### src/rtl/seq_pkg.sv
// Shared types and sizes for the step sequencer: step count, index and pitch
// widths, the pattern entry layout and the run state.
package seq_pkg;
  localparam int NUM_STEPS  = 9;
  localparam int STEP_IDX_W = 4;
  localparam int PITCH_W    = 4;

  typedef struct packed {
    logic               enable;
    logic [PITCH_W-1:0] pitch;
  } pat_entry_t;

  typedef enum logic {
    STOPPED = 1'b0,
    PLAYING = 1'b1
  } seq_state_t;
endpackage

### src/rtl/seq_tick_divider.sv
// Counts enabled cycles and emits a one-cycle tick on the last cycle of every
// TICK_DIV-cycle period; clear forces the count back to the start of a period.
module seq_tick_divider #(
  parameter int TICK_DIV = 5000000
) (
  input  logic iCLK,
  input  logic iRST_N,
  input  logic clear,
  input  logic enable,
  output logic tick
);
  localparam int CNT_W = (TICK_DIV > 1) ? $clog2(TICK_DIV) : 1;
  localparam logic [CNT_W-1:0] LAST = CNT_W'(TICK_DIV - 1);

  logic [CNT_W-1:0] cnt;

  assign tick = enable && (cnt == LAST);

  always_ff @(posedge iCLK) begin
    if (!iRST_N || clear)
      cnt <= '0;
    else if (enable)
      cnt <= tick ? '0 : cnt + 1'b1;
  end
endmodule

### src/rtl/step_sequencer.sv
// Pattern step sequencer: rotates a one-hot step register every TICK_DIV cycles
// and gates each enabled step's note for GATE_DIV cycles.
module step_sequencer
  import seq_pkg::*;
#(
  parameter int TICK_DIV = 5000000,
  parameter int GATE_DIV = 2500000
) (
  input  logic                  iCLK,
  input  logic                  iRST_N,
  input  logic                  iRUN,
  input  logic                  iPAT_WE,
  input  logic [STEP_IDX_W-1:0] iPAT_ADDR,
  input  logic [PITCH_W:0]      iPAT_DATA,
  output logic [NUM_STEPS-1:0]  oSTEP_REG,
  output logic [STEP_IDX_W-1:0] oSTEP_IDX,
  output logic                  oSTEP_PULSE,
  output logic                  oNOTE_PLAYING,
  output logic [PITCH_W-1:0]    oNOTE_PITCH
);
  localparam int CNT_W = (TICK_DIV > 1) ? $clog2(TICK_DIV) : 1;
  localparam logic [CNT_W-1:0]      GATE_LOAD = CNT_W'(GATE_DIV - 1);
  localparam logic [NUM_STEPS-1:0]  STEP0     = {{(NUM_STEPS-1){1'b0}}, 1'b1};
  localparam logic [STEP_IDX_W-1:0] LAST_IDX  = STEP_IDX_W'(NUM_STEPS - 1);
  localparam logic [STEP_IDX_W-1:0] ADDR_LIM  = STEP_IDX_W'(NUM_STEPS);

  seq_state_t            state, state_nxt;
  pat_entry_t            pat_mem [NUM_STEPS];
  pat_entry_t            cur_entry;
  logic [CNT_W-1:0]      gate_cnt;
  logic                  tick, step_start;
  logic [STEP_IDX_W-1:0] idx_nxt;
  logic [NUM_STEPS-1:0]  reg_nxt;

  seq_tick_divider #(.TICK_DIV(TICK_DIV)) u_tick (
    .iCLK   (iCLK),
    .iRST_N (iRST_N),
    .clear  ((state != PLAYING) || !iRUN),
    .enable (state == PLAYING),
    .tick   (tick)
  );

  always_comb begin
    state_nxt  = state;
    step_start = 1'b0;
    idx_nxt    = oSTEP_IDX;
    reg_nxt    = oSTEP_REG;
    case (state)
      STOPPED: if (iRUN) begin
        state_nxt  = PLAYING;
        step_start = 1'b1;
        idx_nxt    = '0;
        reg_nxt    = STEP0;
      end
      PLAYING: if (!iRUN) begin
        state_nxt = STOPPED;
        idx_nxt   = '0;
        reg_nxt   = STEP0;
      end else if (tick) begin
        step_start = 1'b1;
        idx_nxt    = (oSTEP_IDX == LAST_IDX) ? '0 : oSTEP_IDX + 1'b1;
        reg_nxt    = {oSTEP_REG[NUM_STEPS-2:0], oSTEP_REG[NUM_STEPS-1]};
      end
      default: state_nxt = STOPPED;
    endcase
  end

  // Read before this edge's write lands, so a same-edge write only affects later visits.
  assign cur_entry = pat_mem[idx_nxt];

  always_ff @(posedge iCLK) begin
    if (!iRST_N) begin
      state         <= STOPPED;
      oSTEP_REG     <= STEP0;
      oSTEP_IDX     <= '0;
      oSTEP_PULSE   <= 1'b0;
      oNOTE_PLAYING <= 1'b0;
      oNOTE_PITCH   <= '0;
      gate_cnt      <= '0;
      for (int i = 0; i < NUM_STEPS; i++) pat_mem[i] <= '0;
    end else begin
      state       <= state_nxt;
      oSTEP_REG   <= reg_nxt;
      oSTEP_IDX   <= idx_nxt;
      oSTEP_PULSE <= step_start;
      if (step_start) begin
        oNOTE_PLAYING <= cur_entry.enable;
        if (cur_entry.enable) begin
          gate_cnt    <= GATE_LOAD;
          oNOTE_PITCH <= cur_entry.pitch;
        end
      end else if (state_nxt == STOPPED) begin
        oNOTE_PLAYING <= 1'b0;
        gate_cnt      <= '0;
      end else if (oNOTE_PLAYING) begin
        if (gate_cnt != '0) gate_cnt <= gate_cnt - 1'b1;
        else                oNOTE_PLAYING <= 1'b0;
      end
      if (iPAT_WE && (iPAT_ADDR < ADDR_LIM))
        pat_mem[iPAT_ADDR] <= iPAT_DATA;
    end
  end
endmodule

### config.mk
export PLATFORM = sky130hd
export DESIGN_NAME = step_sequencer
export DESIGN_NICKNAME = d
export VERILOG_FILES = /design/src/rtl/seq_pkg.sv /design/src/rtl/seq_tick_divider.sv /design/src/rtl/step_sequencer.sv
export SDC_FILE = /design/constraint.sdc
export NUM_CORES = 1
export LEC_CHECK = 0
export ABC_AREA = 1
export BUFFER_PORTS_ARGS = -buffer_cell sky130_fd_sc_hd__buf_2
export CAP_MARGIN = 20
export CORE_MARGIN = 2
export CORE_UTILIZATION = 55
export DETAILED_ROUTE_END_ITERATION = 10
export GPL_ROUTABILITY_DRIVEN = 0
export PLACE_DENSITY = 0.83
export SLEW_MARGIN = 20
export SYNTH_ARGS = -nofsm -noshare
export SYNTH_HDL_FRONTEND = slang
export SYNTH_SLANG_ARGS = --single-unit
### constraint.sdc
create_clock -name iCLK -period 2.5 [get_ports iCLK]
set_clock_uncertainty 0.15 [all_clocks]
set_input_delay 0.125 -clock iCLK [delete_from_list [all_inputs] [get_ports iCLK]]
set_output_delay 0.125 -clock iCLK [all_outputs]
set_load 0.02 [all_outputs]
==> run_results.csv <==
group,metric,value,unit
status,status,"finished with violations",
status,violations,"negative setup slack",
global_routing,grt_pass1_vias,5974,
setup_path,crit_type,"reg -> reg",
setup_path,path_cells,"inv_2 -> nand4_1 -> nor2_4 -> nand3_4 -> nand2_4 -> nand3_4 -> buf_6 -> nand3b_1 -> nand3_2 -> nand3_2 -> nand3_2 -> nand3_4 -> nand3_4 -> buf_12 -> buf_16 -> nor2_2 -> nor2_1",
detailed_routing,routed_wirelength,18500,um
detailed_routing,dr_total_vias,6500,
timing,clock.fmax,0.389,GHz
clock_network,path_clk_slew,0.06,ns
synth,avgSynthCellArea,8.09,um2
setup_path,cp_top_family,"simple AND/OR/NAND/NOR gates",
floorplanning,die_area,0.0140,mm2
hold_path,holdPathStages,3,
placement,place.detailed.hpwl,11200,um
global_routing,grt_usage,0.257,
timing,final_max_slew_viol_count,0,
clock_network,clock_latency,0.43,ns
global_routing,antenna_found_initial,0,
clock_network,cts_tree,"yes",
clock_network,numCtsBuffers,17,
timing,rsz0062_at_grt,"yes",
layout,design_area,0.00913,mm2
setup_path,ff2ff_path_depth,17,
detailed_routing,first_iter_violations,755,
timing,tns,-0.793,ns
timing,finalCritPeriodShare,1.03,
clock_network,clockBufferDepth,2,
synth,netlist_area,0.00720,mm2
floorplanning,ios,32,
synth,yosys_warnings,0,
setup_path,crit_cells,17,
placement,io_buffer_count,31,
timing,worst_slack,-0.0690,ns
setup_path,r2r_setup_slack,-0.07,ns
setup_path,path_buf_inv,4,
synth,yosysTopAreaCell,"edfxtp_1",
detailed_routing,via_per_inst,5.42,
layout,n_antenna_cell,0,
hold_path,hp-class,"in -> reg",
clock_network,clockRootBuffer,"clkbuf_16",
setup_path,crit_required,2.68,ns
synth,synth.most_common_cell,"nor2_1",
clock_network,htreeDepth,4,
setup_path,cpMaxStageDelayCell,"dfxtp_1",
setup_path,path_max_fanout,8,
timing,tightest_slew,0.889,ns
layout,final_nets,1032,
synth,ys_ff_latch,146,
synth,ys_top_cells_by_count,"nor2_1, nand2_1, inv_1",
synth,synthArstFlopShare,0,
layout,multi_input_area,0.00342,mm2
setup_path,cp-start-kind,"register",
floorplanning,die_h,118,um
timing,setup_violations,19,
setup_path,cp-end-kind,"register",
power_and_ir_drop,power.leakage,0.00381,uW
detailed_routing,drt_first_pass_iters,6,
power_and_ir_drop,power,5970,uW
detailed_routing,ant_nets,0,
clock_network,clock-sinks,146,
timing,slew_headroom,0.406,
placement,place_area,0.00790,mm2
detailed_routing,avgRoutedWirePerCell,15.4,um
layout,fill_cells,912,
setup_path,crit_top_cell,"nand3_4",
setup_path,critPathMaxStageDelay,0.33,ns
hold_path,hp-start,"iPAT_ADDR[2]",
synth,netlist.area_leader.share,0.334,
timing,finalHoldViolCount,0,
floorplanning,start_util,0.566,
floorplanning,row_count,41,
synth,synthFlopType,"edfxtp_1",
layout,regArea,0.00373,mm2
setup_path,r2r_end,"gate_cnt[2]$_SDFFE_PN0P_",
power_and_ir_drop,peakVddDrop,578,uV
setup_path,rr_startpoint,"u_tick.cnt[16]$_SDFFE_PP0P_",
global_routing,globalRouteOverflowTotal,0,
setup_path,crit_arrival,2.75,ns
layout,drive_gt1_frac,0.238,
global_routing,grt_pass1_wl,28500,um
floorplanning,dieWidth,118,um
synth,synth_area_leaders,"edfxtp_1, dfxtp_1, nor2_1",
synth,synth.distinct_cells,38,
flow_run,cap_violations,0,
synth,ys_seq_area_frac,0.517,
timing,period_minus_slack,2.57,ns
global_routing,grt_max_degree,33,
layout,area_growth,26.8,%
synth,postSynthCellCount,890,
hold_path,hold_end,"pat_mem[6][0]$_SDFFCE_PN0P_",
power_and_ir_drop,power_density,654,mW/mm2
detailed_routing,drc,0,
floorplanning,core,0.0127,mm2
synth,synth-edff-count,80,
[per-layer routing]
metal / GRT usage / share of wire
met5: 0 / 0
met4: 0.121 / 0.030
met3: 0.0526 / 0.075
met2: 0.434 / 0.51
met1: 0.315 / 0.39
[state kept, by name, indices dropped and copies added, names as in the netlist]
register / cells
oSTEP_PULSE: 1
oSTEP_IDX: 4
oSTEP_REG: 9
pat_mem: 80
gate_cnt: 23
state: 1
oNOTE_PITCH: 4
oNOTE_PLAYING: 1
u_tick.cnt: 23
[timing repair]
| action | 4_1_cts | 5_1_grt |
|---|---|---|
| buffers inserted | 6 | 8 |
| hold buffers | 5 | 0 |
| setup endpoints to repair | 23 | 29 |
| pin swaps | 9 | 39 |
| endpoints found under the hold margin | 35 | 0 |
| resized for setup | 23 | 103 |
| cloned | 5 | 0 |
[through the flow]
stage / instances / setup WS (ns) / utilization / hold slack (ns)
final: 1200 / -0.0690 / 0.717 / 0.0279
after global placement: 1145 / 0.0303 / 0.621 / 0.250
after global routing: 1200 / -0.276 / 0.717 / 0.0516
after detailed placement: 1145 / -0.0423 / 0.621 / 0.257
after floorplan: 924 / 0.0285 / - / 0.0739
after CTS: 1193 / -0.00120 / 0.690 / 0.00166
[placed cells by master, fill, tap and decap left out, types with 13 or more instances in the layout]
master,count
nand4_1,16
conb_1,35
nand2_2,22
nand3_1,48
clkbuf_16,17
nor2_4,15
a21oi_1,24
nand3_2,15
inv_2,13
nor2_1,198
buf_4,48
nand2_1,130
dfxtp_1,57
inv_1,76
buf_2,31
o21ai_1,15
edfxtp_1,80
o21ai_0,39
[tightest hold or removal path, stage by stage]
cell	delay, ns
buf_2	0.11
nand2_1	0.14
nor2_1	0.11
[cells by family after synthesis]
kind of cell / synth area share
buffers and inverters: 0.0702
AND/OR/NAND/NOR: 0.314
flip-flops: 0.517
other: 0.000521
XOR/XNOR: 0.0195
AO/OA/AOI/OAI: 0.0721
adder cells (fa/ha/maj): 0.00695
[report_power, final]
group / internal [uW] / leakage (uW) / switching [uW]
clock network: 1480 / 0.000275 / 1020
registers: 2660 / 0.00131 / 75.3
logic: 272 / 0.00222 / 452
total: 4420 / 0.00381 / 1550
[worst max-delay path by stage]
| stage | startpoint | end | slack [ns] |
|---|---|---|---|
| after floorplan | oSTEP_IDX[0]$_SDFF_PN0_ | gate_cnt[10]$_SDFFE_PN0P_ | 0.03 |
| after global placement | u_tick.cnt[0]$_SDFFE_PP0P_ | gate_cnt[0]$_SDFFE_PN0P_ | 0.03 |
| after detailed placement | u_tick.cnt[0]$_SDFFE_PP0P_ | gate_cnt[1]$_SDFFE_PN0P_ | -0.04 |
| after CTS | u_tick.cnt[1]$_SDFFE_PP0P_ | gate_cnt[4]$_SDFFE_PN0P_ | -0.001 |
| after global routing | u_tick.cnt[0]$_SDFFE_PP0P_ | gate_cnt[2]$_SDFFE_PN0P_ | -0.28 |
| final | u_tick.cnt[16]$_SDFFE_PP0P_ | gate_cnt[2]$_SDFFE_PN0P_ | -0.07 |
[layout make-up]
class                   count  area share
multi-input cells         655       0.375
well taps                 172      0.0236
repair buffers             98      0.0883
clock inverters            14      0.0169
flip-flops and latches    146       0.409
inverters                  97      0.0404
clock buffers              18      0.0470
No activity file was read; power rests on OpenSTA's default activity.
